<file path="src/rtl/ntt_zeta_butterfly.sv">
// ntt_zeta_butterfly: four-stage Kyber butterfly (q = 3329).
// It sits behind the registered 128 x 12-bit zeta ROM. It supports Cooley-Tukey
// (forward) and Gentleman-Sande (inverse) modes, chosen per beat.
// A global stall freezes every stage and the ROM output while the result
// register is held by downstream.
module ntt_zeta_butterfly #(
   parameter int DATA_W = 12,
   parameter int TAG_W  = 8
) (
   input  logic              clk,
   input  logic              rst_n,
   input  logic              in_valid,
   output logic              in_ready,
   input  logic              in_mode,
   input  logic [DATA_W-1:0] in_a,
   input  logic [DATA_W-1:0] in_b,
   input  logic [6:0]        in_zeta_idx,
   input  logic [TAG_W-1:0]  in_tag,
   output logic [6:0]        rom_ad,
   output logic              rom_ce,
   output logic              rom_oce,
   input  logic [DATA_W-1:0] rom_dout,
   output logic              out_valid,
   input  logic              out_ready,
   output logic [DATA_W-1:0] out_a,
   output logic [DATA_W-1:0] out_b,
   output logic [TAG_W-1:0]  out_tag
);

   localparam int PW  = 2 * DATA_W;   // full product width
   localparam int MW  = 13;           // width of the Barrett constant
   localparam int BW  = PW + MW;      // p * 5039
   localparam int QEW = BW - PW;      // quotient estimate width
   localparam int RW  = PW + 1;       // remainder working width

   localparam logic [DATA_W-1:0] Q         = DATA_W'(3329);
   localparam logic [DATA_W:0]   Q_EXT     = (DATA_W + 1)'(3329);
   localparam logic [RW-1:0]     Q_RW      = RW'(3329);
   localparam logic [MW-1:0]     BARRETT_M = MW'(5039);
   localparam int                BARRETT_SHIFT = 24;

   // (x + y) mod q for x, y already in [0, q)
   function automatic logic [DATA_W-1:0] mod_add(input logic [DATA_W-1:0] x,
                                                 input logic [DATA_W-1:0] y);
      logic [DATA_W:0] t;
      t = {1'b0, x} + {1'b0, y};
      if (t >= Q_EXT) t = t - Q_EXT;
      return DATA_W'(t);
   endfunction

   // (x - y) mod q for x, y already in [0, q)
   function automatic logic [DATA_W-1:0] mod_sub(input logic [DATA_W-1:0] x,
                                                 input logic [DATA_W-1:0] y);
      logic [DATA_W:0] t;
      if (x >= y) t = {1'b0, x} - {1'b0, y};
      else        t = {1'b0, x} + Q_EXT - {1'b0, y};
      return DATA_W'(t);
   endfunction

   // ------------------------------------------------------------------
   // Flow control and ROM interface
   // ------------------------------------------------------------------
   logic stall;
   logic advance;

   assign stall    = out_valid && !out_ready;
   assign advance  = !stall;
   assign in_ready = advance;
   assign rom_ad   = in_zeta_idx;
   assign rom_ce   = advance;
   assign rom_oce  = 1'b1;

   // ------------------------------------------------------------------
   // Stage registers
   // ------------------------------------------------------------------
   logic              s1_valid;
   logic              s1_mode;
   logic [DATA_W-1:0] s1_a;
   logic [DATA_W-1:0] s1_b;
   logic [TAG_W-1:0]  s1_tag;

   logic              s2_valid;
   logic              s2_mode;
   logic [PW-1:0]     s2_p;
   logic [DATA_W-1:0] s2_op;
   logic [TAG_W-1:0]  s2_tag;

   logic              s3_valid;
   logic              s3_mode;
   logic [DATA_W-1:0] s3_r;
   logic [DATA_W-1:0] s3_op;
   logic [TAG_W-1:0]  s3_tag;

   // ------------------------------------------------------------------
   // S1 combinational: GS pre-add/sub and the zeta multiply
   // ------------------------------------------------------------------
   logic [DATA_W-1:0] s1_sum;
   logic [DATA_W-1:0] s1_diff;
   logic [DATA_W-1:0] s1_mul_in;
   logic [DATA_W-1:0] s1_op;
   logic [PW-1:0]     s1_p;

   // CT multiplies b by zeta; GS multiplies (a - b) by zeta and forwards a + b
   always_comb begin
      s1_sum    = mod_add(s1_a, s1_b);
      s1_diff   = mod_sub(s1_a, s1_b);
      s1_mul_in = s1_mode ? s1_diff : s1_b;
      s1_op     = s1_mode ? s1_sum  : s1_a;
      s1_p      = PW'(s1_mul_in) * PW'(rom_dout);
   end

   // ------------------------------------------------------------------
   // S3 combinational: Barrett reduction of the product
   // ------------------------------------------------------------------
   logic [BW-1:0]  bar_prod;
   logic [QEW-1:0] bar_qe;
   logic [RW-1:0]  bar_qq;
   logic [RW-1:0]  bar_r0;
   logic [RW-1:0]  bar_r1;
   logic [RW-1:0]  bar_r2;
   logic [DATA_W-1:0] red_r;

   // 5039 / 2^24 slightly underestimates 1/q, so r0 is non-negative and below 3q
   always_comb begin
      bar_prod = BW'(s2_p) * BW'(BARRETT_M);
      bar_qe   = QEW'(bar_prod >> BARRETT_SHIFT);
      bar_qq   = RW'(bar_qe) * Q_RW;
      bar_r0   = RW'(s2_p) - bar_qq;
      bar_r1   = (bar_r0 >= Q_RW) ? (bar_r0 - Q_RW) : bar_r0;
      bar_r2   = (bar_r1 >= Q_RW) ? (bar_r1 - Q_RW) : bar_r1;
      red_r    = DATA_W'(bar_r2);
   end

   // ------------------------------------------------------------------
   // Output combinational: CT final add/sub, GS pass-through
   // ------------------------------------------------------------------
   logic [DATA_W-1:0] fin_a;
   logic [DATA_W-1:0] fin_b;

   // CT produces (a + r, a - r); GS already holds (s, r)
   always_comb begin
      fin_a = s3_mode ? s3_op : mod_add(s3_op, s3_r);
      fin_b = s3_mode ? s3_r  : mod_sub(s3_op, s3_r);
   end

   // S1: capture the accepted beat; the ROM returns its zeta alongside
   always_ff @(posedge clk or negedge rst_n) begin
      if (!rst_n) begin
         s1_valid <= 1'b0;
         s1_mode  <= 1'b0;
         s1_a     <= '0;
         s1_b     <= '0;
         s1_tag   <= '0;
      end else if (advance) begin
         s1_valid <= in_valid;
         s1_mode  <= in_mode;
         s1_a     <= in_a;
         s1_b     <= in_b;
         s1_tag   <= in_tag;
      end
   end

   // S2: register the product and the operand that skips the multiplier
   always_ff @(posedge clk or negedge rst_n) begin
      if (!rst_n) begin
         s2_valid <= 1'b0;
         s2_mode  <= 1'b0;
         s2_p     <= '0;
         s2_op    <= '0;
         s2_tag   <= '0;
      end else if (advance) begin
         s2_valid <= s1_valid;
         s2_mode  <= s1_mode;
         s2_p     <= s1_p;
         s2_op    <= s1_op;
         s2_tag   <= s1_tag;
      end
   end

   // S3: register the fully reduced product
   always_ff @(posedge clk or negedge rst_n) begin
      if (!rst_n) begin
         s3_valid <= 1'b0;
         s3_mode  <= 1'b0;
         s3_r     <= '0;
         s3_op    <= '0;
         s3_tag   <= '0;
      end else if (advance) begin
         s3_valid <= s2_valid;
         s3_mode  <= s2_mode;
         s3_r     <= red_r;
         s3_op    <= s2_op;
         s3_tag   <= s2_tag;
      end
   end

   // OUT: result register, held while downstream is not ready
   always_ff @(posedge clk or negedge rst_n) begin
      if (!rst_n) begin
         out_valid <= 1'b0;
         out_a     <= '0;
         out_b     <= '0;
         out_tag   <= '0;
      end else if (advance) begin
         out_valid <= s3_valid;
         out_a     <= fin_a;
         out_b     <= fin_b;
         out_tag   <= s3_tag;
      end
   end

endmodule

</file>
<file path="config.mk">
export PLATFORM = sky130hd
export DESIGN_NAME = ntt_zeta_butterfly
export DESIGN_NICKNAME = d
export VERILOG_FILES = /design/src/rtl/ntt_zeta_butterfly.sv
export SDC_FILE = /design/constraint.sdc
export NUM_CORES = 1
export LEC_CHECK = 0
export BUFFER_PORTS_ARGS = -buffer_cell sky130_fd_sc_hd__buf_2
export CAP_MARGIN = 20
export CORE_MARGIN = 2
export CORE_UTILIZATION = 60
export CTS_CLUSTER_DIAMETER = 200
export DETAILED_ROUTE_END_ITERATION = 6
export PLACE_DENSITY_LB_ADDON = 0.12
export SLEW_MARGIN = 20
export SYNTH_ARGS = -nofsm -noshare
export SYNTH_HDL_FRONTEND = slang
export SYNTH_SLANG_ARGS = --single-unit
export TNS_END_PERCENT = 1
</file>
<file path="constraint.sdc">
create_clock -name clk -period 15.45 [get_ports clk]
set_clock_uncertainty 0.05 [all_clocks]
set_input_delay 2.3175 -clock clk [delete_from_list [all_inputs] [get_ports clk]]
set_output_delay 2.3175 -clock clk [all_outputs]
set_load 0.05 [all_outputs]
</file>
* Word-level counts from Yosys, hierarchy flattened
Cells that the tools add are included.
** Word-level totals
- Word-level logic and storage cells :: 54
- Register bits :: 147
- Bits of input ports :: 56
** Cells by class
- Multipliers :: 3
- $add $sub $neg :: 13
- Reductions and logical operators :: 3
- Multiplexer cells :: 10
- $lt $le $gt $ge :: 6
** Operator list (number)
- 12-bit two-way mux :: 9
- 25-bit by 12-bit greater-or-equal comparator with 1-bit output (second input constant) :: 2
- 12-bit subtractor :: 4
- 24-bit by 13-bit multiplier with 37-bit output (second input constant) :: 1
- 12-bit subtractor (second input constant) :: 3
- 12-bit by 12-bit adder with 13-bit output :: 2
- 13-bit by 12-bit greater-or-equal comparator with 1-bit output (second input constant) :: 2
- 13-bit by 12-bit multiplier with 25-bit output (second input constant) :: 1
- 25-bit two-way mux :: 1
- 24-bit by 25-bit subtractor with 25-bit output :: 1
- 25-bit by 12-bit subtractor with 25-bit output (second input constant) :: 1
- 12-bit adder (second input constant) :: 2
- 12-bit greater-or-equal comparator :: 2
- 12-bit by 12-bit multiplier with 24-bit output :: 1
- 1-bit logical NOT :: 2
- 1-bit logical AND :: 1

* Longest topological paths before layout
Gate-level depths: netlist of the first run.
- Depth after elaboration :: 7
- Gate-level depth with buffers :: 54
- Gate-level depth less buffers :: 49

* Worst setup path after synthesis of the first run
No wires, ideal clock.
- Path type :: register to register
- From :: register s2_p[8]
- To :: register s3_r[5]
- Slack :: 3.642 ns
- Data arrival time :: 11.676 ns
- Period minus slack after synthesis :: 11.808 ns
- Library setup time :: 0.082 ns
- Path buffers :: 5
- Data required time :: 15.318 ns
- Stages on the path, launching flop included :: 51
- Path through :: dfrtp_1 -> fa_1 -> fa_1 -> fa_1 -> fa_1 -> inv_1 -> fa_1 -> inv_1 -> ha_1 -> a211oi_1 -> a311oi_1 -> o211ai_1 -> a31oi_1 -> o21ai_0 -> a21boi_0 -> o21a_1 -> o21a_1 -> o21ai_0 -> [... 15 more ...] -> clkbuf_1 -> a221oi_1 -> o21ai_0 -> a221o_1 -> a211oi_2 -> nand3b_1 -> a31oi_1 -> nand4_2 -> buf_2 -> buf_1 -> a21oi_1 -> ha_1 -> and2_1 -> a41o_1 -> buf_6 -> nor2_4 -> or4_1 -> a31oi_1
** Between the ends
- Word-level cells in the longest chain between the ends :: 7
** RTL lines
- from (decl) :: line 84 : logic [PW-1:0] s2_p;
- from (signal assigned) :: line 174 : s2_p <= s1_p;
- 24-bit by 13-bit multiplier with 37-bit output :: line 125 : bar_prod = BW'(s2_p) * BW'(BARRETT_M);
- 13-bit by 12-bit multiplier with 25-bit output :: line 127 : bar_qq = RW'(bar_qe) * Q_RW;
- 24-bit by 25-bit subtractor with 25-bit output * :: line 128 : bar_r0 = RW'(s2_p) - bar_qq;
- 25-bit by 12-bit subtractor with 25-bit output or 25-bit by 12-bit greater-or-equal comparator with 1-bit output (tied branches) :: line 129 : bar_r1 = (bar_r0 >= Q_RW) ? (bar_r0 - Q_RW) : bar_r0;
- 25-bit two-way mux * :: line 129
- 25-bit by 12-bit greater-or-equal comparator with 1-bit output or 12-bit subtractor (tied branches) :: line 130 : bar_r2 = (bar_r1 >= Q_RW) ? (bar_r1 - Q_RW) : bar_r1;
- 12-bit two-way mux * :: line 130
- to (signal assigned) :: line 191 : s3_r <= red_r;
- to (decl) :: line 90 : logic [DATA_W-1:0] s3_r;
Every way passes the cells marked *; elsewhere a longest branch is shown, timed or not.
A chain may end at the register's enable or synchronous reset.

* Worst setup path in the final report of the first run
- From :: register s2_p[14]
- To :: register s3_r[5]
The elaborated chain is that of the path after synthesis.

==> impl_metrics.csv, run 1 <==
group,metric,value,unit
routing,drt_iter0_markers,1195,
timing,rsz0062_at_grt,"no",
synth,async_flop_share,100.0,%
routing,dr.pass1.iters,6,
cells_and_area,area_growth,5.901,%
cts,cts_hold_buf,0,
routing,drcViolationCount,0,
timing,slew_headroom,32.53,%
cts,clock_latency,440,ps
synth,yosysTopAreaCell,"fa_1",
cells_and_area,final_nets,3437,
setup_path,crit_required,15770,ps
placement,gp_congestion,0.9484,
run,drv_cap,0,
timing,period_share,89.00,%
hold_path,holdCritPathClass,"reg -> reg",
cells_and_area,multi_input_area,17690,µm²
timing,setup_ws,1700,ps
routing,num_vias,18376,
run_status,status,"complete, no violations",
floorplan,dieHeight,202.7,µm
synth,ys_ff_latch,147,
setup_path,critPathLaunchType,"flop",
synth,synth_area_leaders,"fa_1 (23%), ha_1 (18%), dfrtp_1 (16%)",
routing,wl_per_cell,17.28,µm
floorplan,fp.dieW,202.7,µm
routing,totalWireLength,56.75,mm
floorplan,core,38830,µm²
routing,ant_nets,0,
floorplan,dieArea,41080,µm²
setup_path,cp-end-kind,"flop",
global_route,grt_pass1_wl,95.65,mm
cells_and_area,register_area,3679,µm²
synth,synth_common_cells,"inv_1 (497), ha_1 (350), nand2_1 (346)",
cells_and_area,fin_util,64.60,%
placement,pre_cts_slack,1854,ps
synth,synth_cells,2739,
cells_and_area,antenna_cells,0,
cells_and_area,drive_gt1_share,6.144,%
timing,worst_slew_pin_slew,1012,ps
cts,cts-buffers-inserted,17,
timing,fmax,72.73,MHz
synth,syn_area,23690,µm²
synth,synthesis.nets,3422,
setup_path,reg2reg_slack,1700,ps
synth,ys_seq_area_share,15.53,%
cts,clockRootBuffer,"clkbuf_16",
routing,avgViaCountPerCell,5.594,
cts,cts_setup_buffers,0,
setup_path,worstSetupPathType,"reg -> reg",
placement,placed_cells,3253,
global_route,grt_pass1_vias,18982,
timing,setup_tns,0,ps
cts,clk_pin_slew,80,ps
cells_and_area,final_cells,3285,
setup_path,cp_max_fo,26,
global_route,grt-ovfl-total,0,
setup_path,arrival,14070,ps
cts,htree_levels,4,
placement,place.port_buffers,83,
floorplan,start_util,61.00,%
global_route,track_usage,28.78,%
timing,setup_viol,0,
cells_and_area,fillers,3369,
floorplan,core.rowCount,72,
setup_path,cpMaxStageDelayCell,"dfrtp_1",
synth,syn_avg_cell_area,8.647,µm²
cts,cts.repair.resized,0,
synth,synth_ff_type,"dfrtp_1",
synth,synth_most_common_cell,"inv_1",
synth,synth-edff-count,0,
synth,ys_warn_count,0,
global_route,antenna_found_initial,0,
timing,hold_viol,0,
synth,synth_top_cell_area_share,23.41,%
cts,ctsLongestPathBuffers,2,
cts,cts_tree,"yes",
cts,numClockSinks,147,
timing,period_needed,13750,ps
synth,synth_cell_types,91,
setup_path,crit_top_cell,"fa_1",
floorplan,io_pins,99,
global_route,grt_max_degree,102,
setup_path,slowest_delay,690,ps
timing,maxSlewViolCount,0,
placement,dpl.hpwl,46.35,mm
-- worst max-delay path, delay by kind of cell (launching register included) --
kind,cells,cell delay [ps]
fa+ha+maj,11,4810
simple gates,8,2050
buf+inv,3,130
xor+xnor,1,380
flops,1,690
compound gates,21,5570
-- flip-flops by register name, indices dropped and copies added, names as in the netlist --
register,flops
out_valid,1
s2_op,12
s1_tag,8
s1_b,12
s1_valid,1
s3_r,12
s3_mode,1
s1_mode,1
s3_tag,8
out_b,12
s2_valid,1
s1_a,12
s2_p,24
out_a,12
s3_valid,1
out_tag,8
s3_op,12
s2_tag,8
s2_mode,1
-- layout make-up --
class / instances / area share (%)
clock buffers: 17 / 1.696
well taps: 518 / 2.584
repair buffers: 102 / 2.250
inverters: 498 / 7.472
flip-flops and latches: 147 / 14.67
clock inverters: 15 / 0.7931
multi-input cells: 1988 / 70.54
-- worst paths after layout --
check	from	to	cells past startpoint
worst max-delay path	s2_p[14]$_DFFE_PN0N_	s3_r[5]$_DFFE_PN0N_	44
worst min-delay path	out_tag[2]$_DFFE_PN0N_	out_tag[2]$_DFFE_PN0N_	2
min in group asynchronous	rst_n	out_tag[2]$_DFFE_PN0N_	1
worst max register to register	s2_p[14]$_DFFE_PN0N_	s3_r[5]$_DFFE_PN0N_	44
worst min register to register	out_tag[2]$_DFFE_PN0N_	out_tag[2]$_DFFE_PN0N_	2
max in group asynchronous	rst_n	s2_op[3]$_DFFE_PN0N_	2
-- routing by layer --
metal / vias to the layer above / part of all wire (%) / GRT usage [%]
li1: 8878 / - / -
met3: 70 / 3.7 / 2.986
met1: 9051 / 46 / 39.77
met4: 0 / 2.1 / 6.986
met2: 377 / 48 / 48.89
met5: - / 0 / 0
-- kinds of logic (layout without fill, tap and decap cells) --
kind of cell,after synthesis,in the layout,share of synthesized area (%)
simple gates,736,736,14.38
fa+ha+maj,628,628,41.94
buf+inv,604,632,9.815
compound gates,477,477,12.71
flops,147,147,15.53
xor+xnor,124,124,4.643
mux,22,22,0.9614
other cells,1,1,0.01583
-- cell usage in the layout, fill, tap and decap left out, types with 8 or more instances in the layout --
cell type,synthesis,routed
inv_1,497,497
ha_1,350,350
nand2_1,346,346
fa_1,277,277
dfrtp_1,147,147
a21oi_1,141,140
o21ai_0,132,132
nor2_1,129,129
xnor2_1,92,92
buf_2,4,82
and2_1,49,49
nor3_1,38,38
xor2_1,31,31
nor2b_1,29,28
o21bai_1,27,27
nand3_1,25,25
nand2b_1,22,22
nand4_1,21,21
o31ai_1,20,20
a21o_1,20,20
mux2i_1,19,19
buf_4,10,19
o21a_1,17,17
a211oi_1,17,17
clkbuf_16,0,17
a31oi_1,15,15
and3_1,15,15
nor4_1,10,10
or2_2,10,10
nor3b_1,9,9
a21boi_0,8,8
-- metrics by stage --
stage,hold slack (ps),instance area (µm²)
after global placement,393.0,24450
final,414.2,25080
after detailed placement,401.3,24450
after global routing,441.0,25080
after CTS,417.7,25080
after floorplan,380.0,23690
Power of run 1 is not shown: default switching activity piles up to over one toggle a cycle in this logic, so the estimate is an artifact.
==> inputs of run 2 (changes only) <==
CORE_MARGIN = not set   (was 2)
clock period = 14.9 ns   (was 15.45 ns; I/O delays follow)
==> impl_metrics.csv, run 2 (same netlist as run 1, synthesis figures left out) <==
group,metric,value,unit
cells_and_area,final_nets,3438,
floorplan,io_pins,99,
setup_path,r2r-start,"s2_p[16]$_DFFE_PN0N_",
global_route,grt_max_degree,121,
routing,totalWireLength,57.49,mm
cts,clockRootBuffer,"clkbuf_16",
setup_path,critPathBufInv,3,
cts,numClockSinks,147,
timing,worst_slew_pin_slew,1059,ps
cells_and_area,final_common_cell,"inv_1",
hold_path,min-delay-start,"s3_valid$_DFFE_PN0N_",
run,drv_cap,0,
cts,clock_latency,440,ps
cells_and_area,fillers,3339,
routing,drcViolationCount,0,
timing,period_needed,13880,ps
cells_and_area,register_area,3679,µm²
placement,gp_congestion,0.9628,
hold_path,holdCritPathClass,"reg -> reg",
setup_path,crit_top_cell,"fa_1",
global_route,grt_pass1_wl,95.42,mm
cells_and_area,largest_register_ffs,24,
hold_path,holdPathStages,2,
global_route,track_usage,29.40,%
setup_path,cpMaxStageDelayCell,"fa_1",
setup_path,cp_max_fo,26,
cts,cts.repair.resized,0,
routing,wl_per_cell,17.49,µm
setup_path,worstReg2RegEnd,"s3_r[1]$_DFFE_PN0N_",
cts,cts-buffers-inserted,17,
cts,cts_hold_buf,0,
cells_and_area,multi_input_area,17690,µm²
timing,fmax,72.02,MHz
timing,rsz0062_at_grt,"no",
setup_path,ff2ff_path_depth,44,
routing,avgViaCountPerCell,5.621,
routing,ant_nets,0,
setup_path,critPathLaunchType,"flop",
placement,dpl.hpwl,47.63,mm
floorplan,start_util,61.00,%
floorplan,fp.dieW,200.7,µm
cts,clk_pin_slew,70,ps
cts,htree_levels,4,
routing,dr.pass1.iters,5,
timing,period_share,93.18,%
cts,cts_tree,"yes",
timing,setup_tns,0,ps
routing,drt_iter0_markers,1453,
cells_and_area,area_growth,5.964,%
timing,setup_viol,0,
setup_path,cp-end-kind,"flop",
setup_path,worstSetupPathType,"reg -> reg",
cts,cts_setup_buffers,0,
hold_path,hold_end,"s3_valid$_DFFE_PN0N_",
timing,hold_viol,0,
timing,slew_headroom,29.40,%
cts,ctsLongestPathBuffers,2,
setup_path,slowest_delay,680,ps
global_route,grt_pass1_vias,18962,
floorplan,dieHeight,200.7,µm
timing,maxSlewViolCount,0,
placement,place.port_buffers,83,
cells_and_area,max_flop_register,"s2_p",
setup_path,crit_required,15180,ps
cells_and_area,final_cell_mix,"inv_1 (497), ha_1 (350), nand2_1 (346)",
routing,num_vias,18477,
run_status,status,"complete, no violations",
floorplan,core.rowCount,72,
setup_path,reg2reg_slack,1020,ps
setup_path,arrival,14170,ps
global_route,antenna_found_initial,1,
cells_and_area,drive_gt1_share,6.142,%
floorplan,dieArea,40270,µm²
setup_path,path_delay_family,"compound AO/OA/AOI/OAI gates",
floorplan,core,38830,µm²
global_route,grt-ovfl-total,0,
==> run 2: changes by cell type in the layout (fill, tap and decap cells not counted) <==
cell / change
a21oi_1: +1
buf_4: +1
inv_8: +2
diode_2: +1
bufinv_16: +1
clkinv_4: -2
clkinvlp_4: +2
clkinv_8: -2
a21oi_2: -1
inv_6: -1
==> run 2: worst register-to-register path, delay by kind of cell (launching register included) <==
kind / cells / cell delay [ps]
AO/OA/AOI/OAI: 21 / 5110
adder cells (fa/ha/maj): 11 / 4900
AND/OR/NAND/NOR: 7 / 2350
flip-flops: 1 / 560
XOR/XNOR: 1 / 350
multiplexers: 1 / 270
buffers and inverters: 3 / 170
==> run 2: cell type report <==
cell class                 count  area share [%]
clock buffer                  17           1.695
timing repair buffer         103           2.278
antenna                        1        0.009971
multi-input combinational   1988           70.48
clock inverter                15          0.8276
sequential                   147           14.66
inverter                     498           7.468
tap                          518           2.582
==> run 2: metal layers <==
layer  up-vias  wire (µm)  GRT usage [%]
met5         -          0              0
met4         0       1657          10.03
met3        93       2407          3.019
met2       484      27760          49.69
met1      9013      25660          39.51
li1       8887          -              -
==> run 2: how the worst max path moves through the flow <==
| stage | start | end | depth (start not counted) |
|---|---|---|---|
| floorplan | s2_p[8]$_DFFE_PN0N_ | s3_r[5]$_DFFE_PN0N_ | 50 |
| global route | s2_p[10]$_DFFE_PN0N_ | s3_r[5]$_DFFE_PN0N_ | 46 |
| detailed placement | s2_p[16]$_DFFE_PN0N_ | s3_r[5]$_DFFE_PN0N_ | 44 |
| finish | s2_p[16]$_DFFE_PN0N_ | s3_r[1]$_DFFE_PN0N_ | 44 |
| global placement | s2_p[14]$_DFFE_PN0N_ | s3_r[5]$_DFFE_PN0N_ | 44 |
| CTS | s2_p[16]$_DFFE_PN0N_ | s3_r[5]$_DFFE_PN0N_ | 44 |
==> run 2: through the flow <==
| stage | utilization [%] | instances | hold WS, ps | cell area, µm² | worst slack [ps] |
|---|---|---|---|---|---|
| 2_1_floorplan | - | 2739 | 380.0 | 23690 | 3092 |
| 3_3_place_gp | 63.00 | 3254 | 391.1 | 24460 | 1632 |
| 3_5_place_dp | 63.00 | 3254 | 397.2 | 24460 | 1244 |
| 4_1_cts | 64.63 | 3286 | 412.8 | 25100 | 1187 |
| 5_1_grt | 64.64 | 3287 | 440.7 | 25100 | 54.35 |
| 6_report | 64.64 | 3287 | 408.8 | 25100 | 1015 |
Power of run 2 is left out for the same reason.
